**src/rtl/alu_cmd_issue.sv**
```systemverilog
`default_nettype none
// ---------------------------------------------------------------------------
// alu_cmd_issue : queues ALU commands, issues them to a registered ALU and
//                 captures Z/O into a tagged valid/ready result register.
// Revision      : 1.0
// ---------------------------------------------------------------------------
module alu_cmd_issue #(
  parameter int DEPTH   = 4,
  parameter int ALU_LAT = 1
) (
  input  logic        Clk,
  input  logic        Rst,
  input  logic        cmd_valid,
  output logic        cmd_ready,
  input  logic [2:0]  cmd_op,
  input  logic [31:0] cmd_a,
  input  logic [31:0] cmd_b,
  output logic        res_valid,
  input  logic        res_ready,
  output logic [31:0] res_z,
  output logic        res_o,
  output logic [3:0]  res_tag,
  output logic        busy,
  output logic [31:0] A,
  output logic [31:0] B,
  output logic        AddorSub,
  output logic        ALUS0,
  output logic        ALUS1,
  output logic        L_R,
  input  logic [31:0] Z,
  input  logic        O
);

  localparam int c_AW      = $clog2(DEPTH);
  localparam int c_CNTW    = c_AW + 1;
  localparam int c_LATW    = $clog2(ALU_LAT + 1);
  localparam int c_ENTRY_W = 3 + 32 + 32;
  localparam logic [c_CNTW-1:0] c_FULL     = c_CNTW'(DEPTH);
  localparam logic [c_LATW-1:0] c_LAT_INIT = c_LATW'(ALU_LAT);

  typedef enum logic [1:0] {
    S_IDLE = 2'd0,
    S_WAIT = 2'd1,
    S_HOLD = 2'd2
  } state_t;

  state_t r_state;
  state_t w_state_nxt;

  logic [c_ENTRY_W-1:0] r_mem [DEPTH];
  logic [c_AW-1:0]      r_wr_ptr;
  logic [c_AW-1:0]      r_rd_ptr;
  logic [c_CNTW-1:0]    r_count;

  logic [31:0]       r_a;
  logic [31:0]       r_b;
  logic              r_addsub;
  logic              r_alus0;
  logic              r_alus1;
  logic              r_lr;
  logic [c_LATW-1:0] r_cnt;
  logic [3:0]        r_tag_cnt;
  logic [3:0]        r_issue_tag;
  logic              r_res_valid;
  logic [31:0]       r_res_z;
  logic              r_res_o;
  logic [3:0]        r_res_tag;

  logic                 w_full;
  logic                 w_empty;
  logic                 w_push;
  logic                 w_issue;
  logic                 w_capture;
  logic                 w_release;
  logic [c_ENTRY_W-1:0] w_head;
  logic [2:0]           w_head_op;
  logic [31:0]          w_head_a;
  logic [31:0]          w_head_b;

  assign w_full    = (r_count == c_FULL);
  assign w_empty   = (r_count == '0);
  assign w_push    = cmd_valid && !w_full;
  assign w_head    = r_mem[r_rd_ptr];
  assign w_head_op = w_head[66:64];
  assign w_head_a  = w_head[63:32];
  assign w_head_b  = w_head[31:0];

  // Command FIFO; a pop is always an issue, so w_issue doubles as the pop.
  always_ff @(posedge Clk) begin
    if (w_push) begin
      r_mem[r_wr_ptr] <= {cmd_op, cmd_a, cmd_b};
    end
  end

  always_ff @(posedge Clk) begin
    if (Rst) begin
      r_wr_ptr <= '0;
      r_rd_ptr <= '0;
      r_count  <= '0;
    end else begin
      if (w_push) begin
        r_wr_ptr <= r_wr_ptr + c_AW'(1);
      end
      if (w_issue) begin
        r_rd_ptr <= r_rd_ptr + c_AW'(1);
      end
      case ({w_push, w_issue})
        2'b10:   r_count <= r_count + c_CNTW'(1);
        2'b01:   r_count <= r_count - c_CNTW'(1);
        default: r_count <= r_count;
      endcase
    end
  end

  always_ff @(posedge Clk) begin
    if (Rst) begin
      r_state <= S_IDLE;
    end else begin
      r_state <= w_state_nxt;
    end
  end

  always_comb begin
    w_state_nxt = r_state;
    w_issue     = 1'b0;
    w_capture   = 1'b0;
    w_release   = 1'b0;
    case (r_state)
      S_IDLE: begin
        if (!w_empty) begin
          w_issue     = 1'b1;
          w_state_nxt = S_WAIT;
        end
      end
      S_WAIT: begin
        if (r_cnt == '0) begin
          w_capture   = 1'b1;
          w_state_nxt = S_HOLD;
        end
      end
      S_HOLD: begin
        if (res_ready) begin
          w_release = 1'b1;
          if (!w_empty) begin
            w_issue     = 1'b1;
            w_state_nxt = S_WAIT;
          end else begin
            w_state_nxt = S_IDLE;
          end
        end
      end
      default: w_state_nxt = S_IDLE;
    endcase
  end

  always_ff @(posedge Clk) begin
    if (Rst) begin
      r_a         <= '0;
      r_b         <= '0;
      r_addsub    <= 1'b0;
      r_alus0     <= 1'b0;
      r_alus1     <= 1'b0;
      r_lr        <= 1'b0;
      r_cnt       <= '0;
      r_tag_cnt   <= '0;
      r_issue_tag <= '0;
      r_res_valid <= 1'b0;
      r_res_z     <= '0;
      r_res_o     <= 1'b0;
      r_res_tag   <= '0;
    end else begin
      if (w_issue) begin
        r_a         <= w_head_a;
        r_b         <= w_head_b;
        r_alus1     <= w_head_op[2];
        r_alus0     <= w_head_op[1];
        r_addsub    <= w_head_op[0] && (w_head_op[2:1] == 2'b00);
        r_lr        <= w_head_op[0] && (w_head_op[2:1] == 2'b10);
        r_cnt       <= c_LAT_INIT;
        r_issue_tag <= r_tag_cnt;
        r_tag_cnt   <= r_tag_cnt + 4'd1;
      end else if ((r_state == S_WAIT) && (r_cnt != '0)) begin
        r_cnt <= r_cnt - c_LATW'(1);
      end
      if (w_capture) begin
        r_res_z     <= Z;
        r_res_o     <= O;
        r_res_tag   <= r_issue_tag;
        r_res_valid <= 1'b1;
      end else if (w_release) begin
        r_res_valid <= 1'b0;
      end
    end
  end

  assign cmd_ready = !w_full;
  assign busy      = !w_empty || (r_state != S_IDLE);
  assign res_valid = r_res_valid;
  assign res_z     = r_res_z;
  assign res_o     = r_res_o;
  assign res_tag   = r_res_tag;
  assign A         = r_a;
  assign B         = r_b;
  assign AddorSub  = r_addsub;
  assign ALUS0     = r_alus0;
  assign ALUS1     = r_alus1;
  assign L_R       = r_lr;

endmodule
`default_nettype wire
```
**config.mk**
```make
export PLATFORM = sky130hd
export DESIGN_NAME = alu_cmd_issue
export DESIGN_NICKNAME = d
export VERILOG_FILES = /design/src/rtl/alu_cmd_issue.sv
export SDC_FILE = /design/constraint.sdc
export NUM_CORES = 1
export LEC_CHECK = 0
export BUFFER_PORTS_ARGS = -buffer_cell sky130_fd_sc_hd__clkbuf_2
export CAP_MARGIN = 40
export CORE_MARGIN = 2
export CORE_UTILIZATION = 55
export CTS_CLUSTER_DIAMETER = 40
export CTS_CLUSTER_SIZE = 8
export DETAILED_ROUTE_END_ITERATION = 8
export GPL_TIMING_DRIVEN = 0
export PLACE_DENSITY_LB_ADDON = 0.3
export SYNTH_ARGS = -nofsm -noshare
export SYNTH_HDL_FRONTEND = slang
export SYNTH_SLANG_ARGS = --single-unit
export TNS_END_PERCENT = 30
```
**constraint.sdc**
```tcl
create_clock -name Clk -period 3.25 [get_ports Clk]
set_input_delay 0.1625 -clock Clk [delete_from_list [all_inputs] [get_ports Clk]]
set_output_delay 0.1625 -clock Clk [all_outputs]
set_load 0.005 [all_outputs]
```
Yosys cells after proc, flatten, opt, wreduce, memory -nomap -nowiden
Memory sizes are Yosys's and may differ from the RTL's. A register that Yosys moved wholly into a read port is not among the register bits.
Index checks and enable logic that the tools add are counted.
Word-level totals
  input bits: 104
  RAM bits: 268
  flip-flop bits (word level): 124
  memories: 1
  logic and storage cells: 69
Memory list
  r_mem: depth 4, width 67, rd ports 1, clocked after Yosys merged registers in 1, wr ports 1, line 50  | logic [c_ENTRY_W-1:0] r_mem [DEPTH];
Operators by class
  add/sub/neg operators: 6
  reductions and logical operators: 15
  eq/ne operators: 9
  multiplexer cells: 21
Operator list (number)
  $mux W1: 13
  $mux W2: 5
  $reduce_bool A2 Y1: 4
  $eq A2 B2 Y1 const B: 3
  $ne A2 B2 Y1 const B: 3
  $pmux W2 S3: 1
  $pmux W3 S2: 1
  $add A2 B1 Y2 const B: 2
  $add A4 B1 Y4 const B: 1
  $eq A2 B1 Y1 const B: 2
  $logic_and A1 B1 Y1: 4
  $logic_not A2 Y1: 2
  $add A3 B1 Y3 const B: 1
  $eq A3 B3 Y1 const B: 1
  $logic_not A3 Y1: 1
  $reduce_and A3 Y1: 1
  $sub A3 B1 Y3 const B: 1
  $logic_not A1 Y1: 2
  $pmux W1 S2: 1
  $logic_or A1 B1 Y1: 1
  $sub A1 B1 Y1 const B: 1

Longest topological paths before layout
Gate-level depths: netlist (run 1).
  word-level depth: 6
  mapped depth: 11
  depth with buffers taken out: 9

Worst setup path before layout (run 1)
No wires, ideal clock.
  path kind: flip-flop to flip-flop
  from: reg r_count[0]
  to: mem r_mem[0][0] (netlist name) (enable)
  path buffers: 0
  arrival time: 2188 ps
  stages on the path, launching flop included: 3
  path slack: 629 ps
  data required time: 2817 ps
  setup time: 433 ps
  path through: dfxtp_1 or3b_1 and3_1
On the way
  word-level cells in the longest chain between the ends: 5
Ends and longest elaborated chain
  from (decl): line 53  | logic [c_CNTW-1:0] r_count;
  from (signal assigned): line 108  | 2'b10: r_count <= r_count + c_CNTW'(1);
  from (signal assigned): line 109  | 2'b01: r_count <= r_count - c_CNTW'(1);
  from (signal assigned): line 110  | default: r_count <= r_count;
  $eq A3 B3 Y1: line 80  | assign w_full = (r_count == c_FULL);
  $logic_not A1 Y1
  via cmd_ready: line 14  | output logic cmd_ready,
  $logic_and A1 B1 Y1: line 82  | assign w_push = cmd_valid && !w_full;
  $mux W1: line 90  | if (w_push) begin
  $mux W1 (implied by the code): line 91  | r_mem[r_wr_ptr] <= {cmd_op, cmd_a, cmd_b};
  to (decl): line 50
The timed path passes the listed nets, and every way through them passes these cells.

Final worst setup path (run 1)
  from: reg r_count[0]
  to: reg r_count[2]
On the way
  word-level cells in the longest chain between the ends: 6
  elaborated cells between the ends (all ways): 13
  classes of those cells: 2 x add/sub; 3 x eq/ne; 4 x mux; 4 x reduce/logical
Ends and longest elaborated chain
  $logic_not A3 Y1 (*): line 81  | assign w_empty = (r_count == '0);
  $mux W1 (*): line 130, 144
  $mux W1: line 142  | if (res_ready) begin
  $pmux W1 S2 (*): line 128  | case (r_state)
  via w_issue: line 72  | logic w_issue;
  $eq A2 B1 Y1 or $eq A2 B2 Y1 (tied branches): line 107  | case ({w_push, w_issue})
  $pmux W3 S2 or $reduce_bool A2 Y1 (tied branches)
The timed path passes the listed nets; every way through them passes the cells marked *.
A chain may end at the register's enable or synchronous reset.

==> results of run 1 <==
-- cells in the final DEF, fill, tap and decap left out, types with 3 or more instances in the layout --
| cell type | instances |
|---|---|
| and3_4 | 4 |
| o21ai_0 | 4 |
| clkbuf_16 | 58 |
| a21oi_1 | 119 |
| dlygate4sd3_1 | 101 |
| ha_1 | 6 |
| buf_2 | 18 |
| buf_16 | 3 |
| clkbuf_1 | 73 |
| buf_1 | 3 |
| inv_1 | 10 |
| clkbuf_2 | 210 |
| or3_1 | 4 |
| dfxtp_1 | 126 |
| nor2_1 | 10 |
| mux4_2 | 67 |
| nand2_1 | 222 |
| xnor2_1 | 4 |
| edfxtp_1 | 268 |
-- flip-flops by register name, indices dropped and copies added, names as in the netlist, named ones only --
register     count
A               32
ALUS0            1
ALUS1            1
AddorSub         1
B               32
L_R              1
r_cnt            1
r_count          3
r_issue_tag      4
r_mem          268
r_rd_ptr         2
r_state          2
r_tag_cnt        4
r_wr_ptr         2
res_o            1
res_tag          4
res_valid        1
res_z           32
-- metal layers --
metal	vias to the layer above	global-route usage (%)	part of all wire (%)
met5	-	0	0
met4	0	6.90	2.0
met3	58	5.05	6.7
met2	290	41.8	51
met1	4360	28.5	40
li1	4142	-	-
-- power groups by stage --
stage / logic, mW / registers, mW / clock network [mW]
6_report: 3.84 / 6.68 / 5.41
5_1_grt: 4.26 / 6.75 / 5.72
4_1_cts: 3.87 / 6.68 / 5.49
3_5_place_dp: 3.74 / 6.76 / 0
3_3_place_gp: 3.62 / 6.76 / 0
2_1_floorplan: 2.28 / 6.73 / 0
-- path summary, 6_finish.rpt --
kind,endpoint,slack (ns)
setup / recovery,r_count[2]$_SDFFE_PP0P_,0.30
hold / removal,r_wr_ptr[1]$_SDFFE_PP0P_,0.12
setup reg to reg,r_count[2]$_SDFFE_PP0P_,0.30
hold reg to reg,res_tag[0]$_SDFFE_PP0P_,0.44
-- tightest hold or removal path, cell delays in order --
cell	delay [ns]
clkbuf_2	0.12
and2_1	0.19
nand2_1	0.08
a21oi_1	0.06
-- kinds of logic (layout without fill, tap and decap cells) --
group / after synthesis / in the layout / share of synthesized area, %
flops: 394 / 394 / 74.8
simple gates: 253 / 253 / 7.15
compound gates: 124 / 124 / 4.41
mux: 67 / 67 / 10.7
buf+inv: 63 / 484 / 1.89
fa+ha+maj: 7 / 7 / 0.673
xor+xnor: 6 / 6 / 0.372
other cells: 0 / 1 / 0
-- area by class of cell --
| class | count | area [µm²] | area share, % |
|---|---|---|---|
| Clock inverter | 4 | 56.3 | 0.306 |
| Multi-Input combinational cell | 457 | 3310 | 18.0 |
| Tap cell | 330 | 413 | 2.24 |
| Timing Repair Buffer | 315 | 2160 | 11.8 |
| Antenna cell | 1 | 2.50 | 0.0136 |
| Sequential cell | 394 | 10600 | 57.4 |
| Clock buffer | 102 | 1630 | 8.84 |
| Inverter | 10 | 37.5 | 0.204 |
| Buffer | 53 | 229 | 1.24 |
-- through the flow --
step	TNS, ns	power [mW]	worst slack (ns)	hold WS [ns]	utilization, %
finish	0	15.9	0.299	0.121	73.1
global route	0	16.7	0.121	0.109	73.1
detailed placement	0	10.5	0.315	0.382	62.4
global placement	-166.23	10.4	-0.645	0.380	61.9
floorplan	0	9.01	0.629	0.261	-
CTS	0	16.0	0.311	0.0944	73.1
==> flow_metrics.py, run 1 <==
metrics = {
    "run_status": {
        "outcome": "completed",
    },
    "placed_design": {
        "io_buffers": 210,
        "dpl.hpwl_mm": 18.6,
        "placed_cells": 1458,
        "gp_congestion": 0.759,
        "place_area_um2": 15700,
    },
    "worst_hold_path": {
        "holdPathStages": 4,
        "hold_class": "input pin to register",
        "hold_start": "cmd_valid",
    },
    "global_route": {
        "grt.overflow.total": 0,
        "antenna_found_initial": 1,
        "grt_max_degree": 41,
        "track_usage_pct": 23.3,
        "grt_pass1_wl_mm": 47.8,
        "first_global_vias": 9197,
    },
    "yosys": {
        "yosys_warnings": 0,
        "yosysTopAreaCell": "edfxtp_1",
        "syn_area_per_cell_um2": 15.5,
        "ys.flop_type": "edfxtp_1",
        "synth_edf_count": 268,
        "syn_nets": 1025,
        "yosys_register_bits": 394,
        "netlist_instances": 914,
        "async_reset_ff_share_pct": 0,
        "yosysSeqAreaShare_pct": 74.8,
        "netlist.area_leader.share_pct": 57.0,
        "synth_cell_types": 30,
        "yosysMostFrequentCell": "edfxtp_1",
        "synth_area_leaders": "edfxtp_1, dfxtp_1, mux4_2",
        "netlist_area_um2": 14100,
        "synth_common_cells": "edfxtp_1, nand2_1, dfxtp_1, a21oi_1, mux4_2",
    },
    "final_layout": {
        "nNetsFinal": 1399,
        "instances_no_fill": 1666,
        "fillers": 1520,
        "final_area_um2": 18400,
        "drive_above_1_share_pct": 27.6,
        "area_growth_pct": 30.3,
    },
    "clocking": {
        "cts_setup_buffers": 0,
        "numCtsBuffers": 57,
        "cts_sinks": 394,
        "cts.reportedPaths.clkPinSlew_ns": 0.05,
        "cts_resized": 0,
        "tritoncts": "built",
        "cts_max_level": 2,
        "cts.root.buffer_cell": "clkbuf_16",
        "clockBufferDepth": 3,
        "clock_latency_ns": 0.56,
        "cts_hold_buf": 101,
    },
    "sta": {
        "hold_violations": 0,
        "fin_crit_ns": 2.95,
        "tightest_slew_ns": 0.770,
        "slew_headroom_pct": 48.5,
        "rsz0062_at_grt": "false",
        "maxSlewViolCount": 0,
        "fin_crit_sh_pct": 90.8,
        "clock_skew_ns": 0.0206,
        "fmax_ghz": 0.339,
        "finalSetupViolCount": 0,
    },
    "critical_path": {
        "path_buf_inv": 4,
        "end_kind": "register",
        "cp.required_ns": 3.73,
        "crit_path_top_delay_cell": "clkbuf_1",
        "r2r_cells": 11,
        "crit_start": "r_count[0]$_SDFFE_PP0P_",
        "cp_data_arrival_time_ns": 3.43,
        "worstSetupPathType": "register to register",
        "critPathLaunchType": "register",
        "cp_max_fo": 10,
        "r2r-start": "r_count[0]$_SDFFE_PP0P_",
        "crit_family": "buffers and inverters",
        "critPathMaxStageDelay_ns": 0.45,
        "crit_cells": 11,
        "crit_chain": "nor3_1 -> or3_1 -> buf_2 -> inv_1 -> clkbuf_1 -> ha_1 -> inv_1 -> fa_1 -> xor2_1 -> or3_1 -> a21oi_1",
    },
    "drt": {
        "drc": 0,
        "initialDrtViolationCount": 640,
        "drt-total-wl_mm": 31.2,
        "final_antenna_net_count": 0,
        "first_pass_iters": 5,
        "vias_per_cell": 5.31,
        "routedWlPerCell_um": 18.8,
        "vias": 8850,
    },
    "floorplanning": {
        "fp-row-count": 58,
        "dieArea_um2": 27000,
        "die_w_um": 164,
        "core_um2": 25200,
        "die_y_um": 164,
        "initial_utilization_pct": 56.1,
        "pin_count": 212,
    },
    "pwr": {
        "sw_frac_of_total_pct": 29.2,
        "pwr-share-clk_pct": 34.0,
        "power_frac_seq_pct": 41.9,
        "intPower_mw": 11.3,
        "power_frac_comb_pct": 24.1,
        "p_leak_nw": 6.70,
        "p_switching_mw": 4.65,
        "power_density_nw_per_um2": 865,
        "irDropWorstVdd_uv": 559,
    },
    "flow_run": {
        "max-cap-violations": 0,
    },
}
(Power assumes the default switching activity.)
==> run 2: changes to the inputs <==
--- a/config.mk
+++ b/config.mk
@@ -13,7 +13,7 @@
 export CTS_CLUSTER_SIZE = 8
 export DETAILED_ROUTE_END_ITERATION = 8
 export GPL_TIMING_DRIVEN = 0
-export PLACE_DENSITY_LB_ADDON = 0.3
+export PLACE_DENSITY = 0.84
 export SYNTH_ARGS = -nofsm -noshare
 export SYNTH_HDL_FRONTEND = slang
 export SYNTH_SLANG_ARGS = --single-unit
==> flow_metrics.py, run 2 (synthesized netlist as in run 1, its figures left out) <==
metrics = {
    "critical_path": {
        "critPathMaxStageDelay_ns": 0.47,
        "crit_path_top_delay_cell": "clkbuf_1",
        "crit_chain": "nor3_1 -> or3_1 -> buf_2 -> inv_1 -> clkbuf_1 -> ha_1 -> inv_1 -> fa_1 -> xor2_1 -> or3_1 -> a21oi_1",
        "crit_family": "buffers and inverters",
        "path_buf_inv": 4,
        "cp.required_ns": 3.71,
        "cp_data_arrival_time_ns": 3.49,
        "rrSetupSlack_ns": 0.21,
        "cp_max_fo": 10,
        "worstSetupPathType": "register to register",
        "end_kind": "register",
        "critPathLaunchType": "register",
    },
    "drt": {
        "drt-total-wl_mm": 33.5,
        "vias": 9150,
        "vias_per_cell": 5.51,
        "initialDrtViolationCount": 708,
        "routedWlPerCell_um": 20.2,
        "first_pass_iters": 5,
        "final_antenna_net_count": 0,
        "drc": 0,
    },
    "final_layout": {
        "layout_common_cells": "edfxtp_1, nand2_1, clkbuf_2",
        "largest_register_ffs": 268,
        "regArea_um2": 10600,
        "drive_above_1_share_pct": 27.7,
        "fillers": 1493,
        "instances_no_fill": 1660,
        "multi_input_area_um2": 3310,
        "final_common_cell": "edfxtp_1",
        "fin_util_pct": 72.9,
        "final_area_um2": 18400,
        "top_register": "r_mem",
        "area_growth_pct": 30.0,
        "nNetsFinal": 1398,
    },
    "pwr": {
        "intPower_mw": 11.2,
        "sw_frac_of_total_pct": 29.7,
        "p_leak_nw": 6.68,
        "irDropWorstVdd_uv": 707,
        "power_mw": 16.0,
        "power_frac_seq_pct": 41.9,
        "power_density_nw_per_um2": 870,
        "pwr-share-clk_pct": 33.7,
        "p_switching_mw": 4.74,
        "power_frac_comb_pct": 24.4,
    },
    "floorplanning": {
        "initial_utilization_pct": 56.1,
        "fp-row-count": 58,
        "die_w_um": 164,
        "core_um2": 25200,
        "dieArea_um2": 27000,
        "pin_count": 212,
        "die_y_um": 164,
    },
    "global_route": {
        "grt_pass1_wl_mm": 50.9,
        "antenna_found_initial": 1,
        "first_global_vias": 9384,
        "grt.overflow.total": 0,
        "track_usage_pct": 24.9,
        "grt_max_degree": 37,
    },
    "placed_design": {
        "dpl.hpwl_mm": 19.6,
        "io_buffers": 210,
        "place_area_um2": 15700,
        "gp_congestion": 0.811,
        "pre_cts_ws_ns": 0.240,
        "placed_cells": 1458,
    },
    "clocking": {
        "cts.reportedPaths.clkPinSlew_ns": 0.05,
        "numCtsBuffers": 56,
        "cts_max_level": 2,
        "cts_sinks": 394,
        "cts_resized": 0,
        "cts.root.buffer_cell": "clkbuf_16",
        "tritoncts": "built",
        "clock_latency_ns": 0.56,
        "clockBufferDepth": 3,
    },
    "sta": {
        "rsz0062_at_grt": "false",
        "hold_violations": 0,
        "maxSlewViolCount": 0,
        "fin_tns_setup_ns": 0,
        "tightest_slew_ns": 0.748,
        "fin_crit_ns": 3.04,
        "fin_crit_sh_pct": 93.4,
        "fmax_ghz": 0.329,
        "finalSetupViolCount": 0,
        "whs_ns": 0.102,
        "clock_skew_ns": 0.0305,
        "slew_headroom_pct": 49.9,
        "setup_slack_ns": 0.214,
    },
    "flow_run": {
        "max-cap-violations": 0,
    },
    "worst_hold_path": {
        "hold_class": "input pin to register",
    },
    "run_status": {
        "outcome": "completed",
    },
}
run 2: cell types whose count changed in the layout (fill, tap and decap cells not counted), sizes merged:
| cell | before | now |
|---|---|---|
| bufinv | 1 | 0 |
| clkbuf | 342 | 337 |
| clkinv | 1 | 3 |
| inv | 12 | 10 |
run 2: final timing paths:
path	start	endpoint	depth (start not counted)
max	r_count[2]$_SDFFE_PP0P_	r_count[2]$_SDFFE_PP0P_	11
min	cmd_valid	r_wr_ptr[1]$_SDFFE_PP0P_	4
max reg2reg	r_count[2]$_SDFFE_PP0P_	r_count[2]$_SDFFE_PP0P_	11
min reg2reg	A[23]$_SDFFE_PP0P_	A[23]$_SDFFE_PP0P_	2
run 2: final cells by class:
| class | count | area share (%) |
|---|---|---|
| antenna | 1 | 0.0136 |
| buffer | 53 | 1.25 |
| clock buffer | 97 | 8.93 |
| clock inverter | 3 | 0.136 |
| inverter | 10 | 0.204 |
| multi-input combinational | 457 | 18.0 |
| sequential | 394 | 57.5 |
| tap | 330 | 2.25 |
| timing repair buffer | 315 | 11.7 |
run 2: timing repair:
| item | in CTS | in global routing |
|---|---|---|
| buffers inserted | 0 | 0 |
| endpoints found under the setup margin | 0 | 0 |
| endpoints found under the hold margin | 303 | 0 |
| hold buffers | 101 | 0 |
run 2: metal layers:
| layer | up-vias | track usage, % | share of wire (%) |
|---|---|---|---|
| met5 | - | 0 | 0 |
| li1 | 4133 | - | - |
| met4 | 0 | 7.93 | 2.2 |
| met1 | 4494 | 30.2 | 37 |
| met2 | 456 | 44.4 | 52 |
| met3 | 67 | 5.73 | 8.2 |
run 2: power groups by stage:
stage | sequential, mW | clock, mW | combinational, mW
after floorplan | 6.73 | 0 | 2.28
after global placement | 6.76 | 0 | 3.60
after detailed placement | 6.76 | 0 | 3.76
after CTS | 6.68 | 5.41 | 3.89
after global routing | 6.76 | 5.67 | 4.29
final | 6.70 | 5.39 | 3.90
run 2: worst reg2reg max path: stages (launching register included):
cell and delay, ns:
dfxtp_1 0.37, nor3_1 0.10, or3_1 0.34, buf_2 0.20, inv_1 0.11, clkbuf_1 0.47, ha_1 0.30, inv_1 0.06
fa_1 0.37, xor2_1 0.16, or3_1 0.32, a21oi_1 0.15
==> run 3: changes to the inputs <==
--- a/config.mk
+++ b/config.mk
@@ -9,11 +9,12 @@
 export CAP_MARGIN = 40
 export CORE_MARGIN = 2
 export CORE_UTILIZATION = 55
+export CTS_BUF_LIST = sky130_fd_sc_hd__clkbuf_8
 export CTS_CLUSTER_DIAMETER = 40
 export CTS_CLUSTER_SIZE = 8
 export DETAILED_ROUTE_END_ITERATION = 8
 export GPL_TIMING_DRIVEN = 0
-export PLACE_DENSITY = 0.84
+export PLACE_DENSITY = 0.81
 export SYNTH_ARGS = -nofsm -noshare
 export SYNTH_HDL_FRONTEND = slang
 export SYNTH_SLANG_ARGS = --single-unit
==> flow_metrics.py, run 3 (synthesized netlist as in run 1, its figures left out) <==
metrics = {
    "critical_path": {
        "cp_max_fo": 10,
        "end_kind": "register",
        "cp.required_ns": 3.76,
        "cp_data_arrival_time_ns": 3.47,
        "worstSetupPathType": "register to register",
        "critPathLaunchType": "register",
    },
    "global_route": {
        "grt.overflow.total": 0,
        "antenna_found_initial": 1,
        "grt_pass1_wl_mm": 47.2,
        "track_usage_pct": 23.0,
        "first_global_vias": 9177,
        "grt_max_degree": 41,
    },
    "sta": {
        "rsz0062_at_grt": "false",
        "maxSlewViolCount": 0,
        "slew_headroom_pct": 55.1,
        "tightest_slew_ns": 0.673,
        "whs_ns": 0.0609,
        "fin_crit_sh_pct": 91.1,
        "hold_violations": 0,
        "fmax_ghz": 0.338,
        "clock_skew_ns": 0.0174,
        "finalSetupViolCount": 0,
        "setup_slack_ns": 0.291,
        "fin_crit_ns": 2.96,
    },
    "drt": {
        "first_pass_iters": 5,
        "initialDrtViolationCount": 514,
        "routedWlPerCell_um": 18.7,
        "drc": 0,
        "drt-total-wl_mm": 31.1,
        "vias": 8839,
        "final_antenna_net_count": 0,
        "vias_per_cell": 5.32,
    },
    "clocking": {
        "clock_latency_ns": 0.58,
        "cts_setup_buffers": 0,
        "cts.reportedPaths.clkPinSlew_ns": 0.07,
        "cts_sinks": 394,
        "clockBufferDepth": 3,
        "cts.root.buffer_cell": "clkbuf_8",
        "numCtsBuffers": 57,
        "cts_max_level": 2,
        "cts_hold_buf": 101,
        "tritoncts": "built",
        "cts_resized": 0,
    },
    "final_layout": {
        "final_common_cell": "edfxtp_1",
        "regArea_um2": 10600,
        "layout_common_cells": "edfxtp_1, nand2_1, clkbuf_2",
        "multi_input_area_um2": 3310,
        "top_register": "r_mem",
        "fillers": 1631,
        "area_growth_pct": 25.2,
        "largest_register_ffs": 268,
        "instances_no_fill": 1661,
        "drive_above_1_share_pct": 27.8,
        "diodes": 0,
        "nNetsFinal": 1399,
    },
    "floorplanning": {
        "core_um2": 25200,
        "initial_utilization_pct": 56.1,
        "die_y_um": 164,
        "dieArea_um2": 27000,
        "die_w_um": 164,
        "fp-row-count": 58,
        "pin_count": 212,
    },
    "pwr": {
        "p_switching_mw": 4.40,
        "power_frac_comb_pct": 27.4,
        "power_frac_seq_pct": 48.0,
        "sw_frac_of_total_pct": 31.7,
        "p_leak_nw": 6.52,
        "pwr-share-clk_pct": 24.5,
        "power_density_nw_per_um2": 785,
        "irDropWorstVdd_uv": 521,
        "intPower_mw": 9.49,
    },
    "placed_design": {
        "pre_cts_ws_ns": 0.303,
        "placed_cells": 1458,
        "io_buffers": 210,
        "gp_congestion": 0.746,
        "dpl.hpwl_mm": 18.6,
    },
    "run_status": {
        "outcome": "completed",
    },
    "flow_run": {
        "max-cap-violations": 0,
    },
    "worst_hold_path": {
        "hold_class": "input pin to register",
    },
}
-- run 3: cell count changes in the layout (fill, tap and decap cells not counted), sizes merged --
cell / delta
inv: +39
diode: -1
clkbuf: -40
clkinvlp: +3
-- run 3: cell type report --
cell class / count / share of cell area, %
buffer: 53 / 1.29
clock buffer: 57 / 4.43
clock inverter: 45 / 1.12
inverter: 10 / 0.212
multi-input combinational: 457 / 18.7
sequential: 394 / 59.7
tap: 330 / 2.33
timing repair buffer: 315 / 12.1
-- run 3: metrics by stage --
step	total power, mW	setup TNS, ns	cell area (µm²)	util (%)
after detailed placement	10.5	0	15700	62.3
after floorplan	9.01	0	14100	-
after global placement	10.4	-147.15	15600	61.9
final	13.9	0	17700	70.3
after global routing	14.7	0	17700	70.3
after CTS	14.0	0	17700	70.3
-- run 3: per-layer routing --
metal  track usage [%]  wire length, µm  up-vias
li1                  -                -     4118
met1              27.6            12200     4327
met5                 0               13        -
met3              5.53             2280       47
met2              41.3            16000      345
met4              6.98              574        2
-- run 3: worst max-delay path: stages (launching register included) --
cell      delay, ns
dfxtp_1        0.38
nor3_1         0.10
or3_1          0.34
buf_2          0.20
inv_1          0.10
clkbuf_1       0.44
ha_1           0.29
inv_1          0.06
fa_1           0.37
xor2_1         0.15
or3_1          0.31
a21oi_1        0.14
-- run 3: power by group through the flow --
stage | clock network, mW | registers (mW) | logic, mW
floorplan | 0 | 6.73 | 2.28
global placement | 0 | 6.77 | 3.59
detailed placement | 0 | 6.76 | 3.72
CTS | 3.47 | 6.66 | 3.83
global route | 3.70 | 6.75 | 4.21
finish | 3.40 | 6.67 | 3.81
-- run 3: path summary, 6_finish.rpt --
check | startpoint | to | slack (ns) | depth (start not counted)
hold reg to reg | r_issue_tag[3]$_SDFFE_PP0P_ | res_tag[3]$_SDFFE_PP0P_ | 0.45 | 2
setup / recovery | r_count[0]$_SDFFE_PP0P_ | r_count[2]$_SDFFE_PP0P_ | 0.29 | 11
setup reg to reg | r_count[0]$_SDFFE_PP0P_ | r_count[2]$_SDFFE_PP0P_ | 0.29 | 11
hold / removal | cmd_valid | r_wr_ptr[1]$_SDFFE_PP0P_ | 0.06 | 4
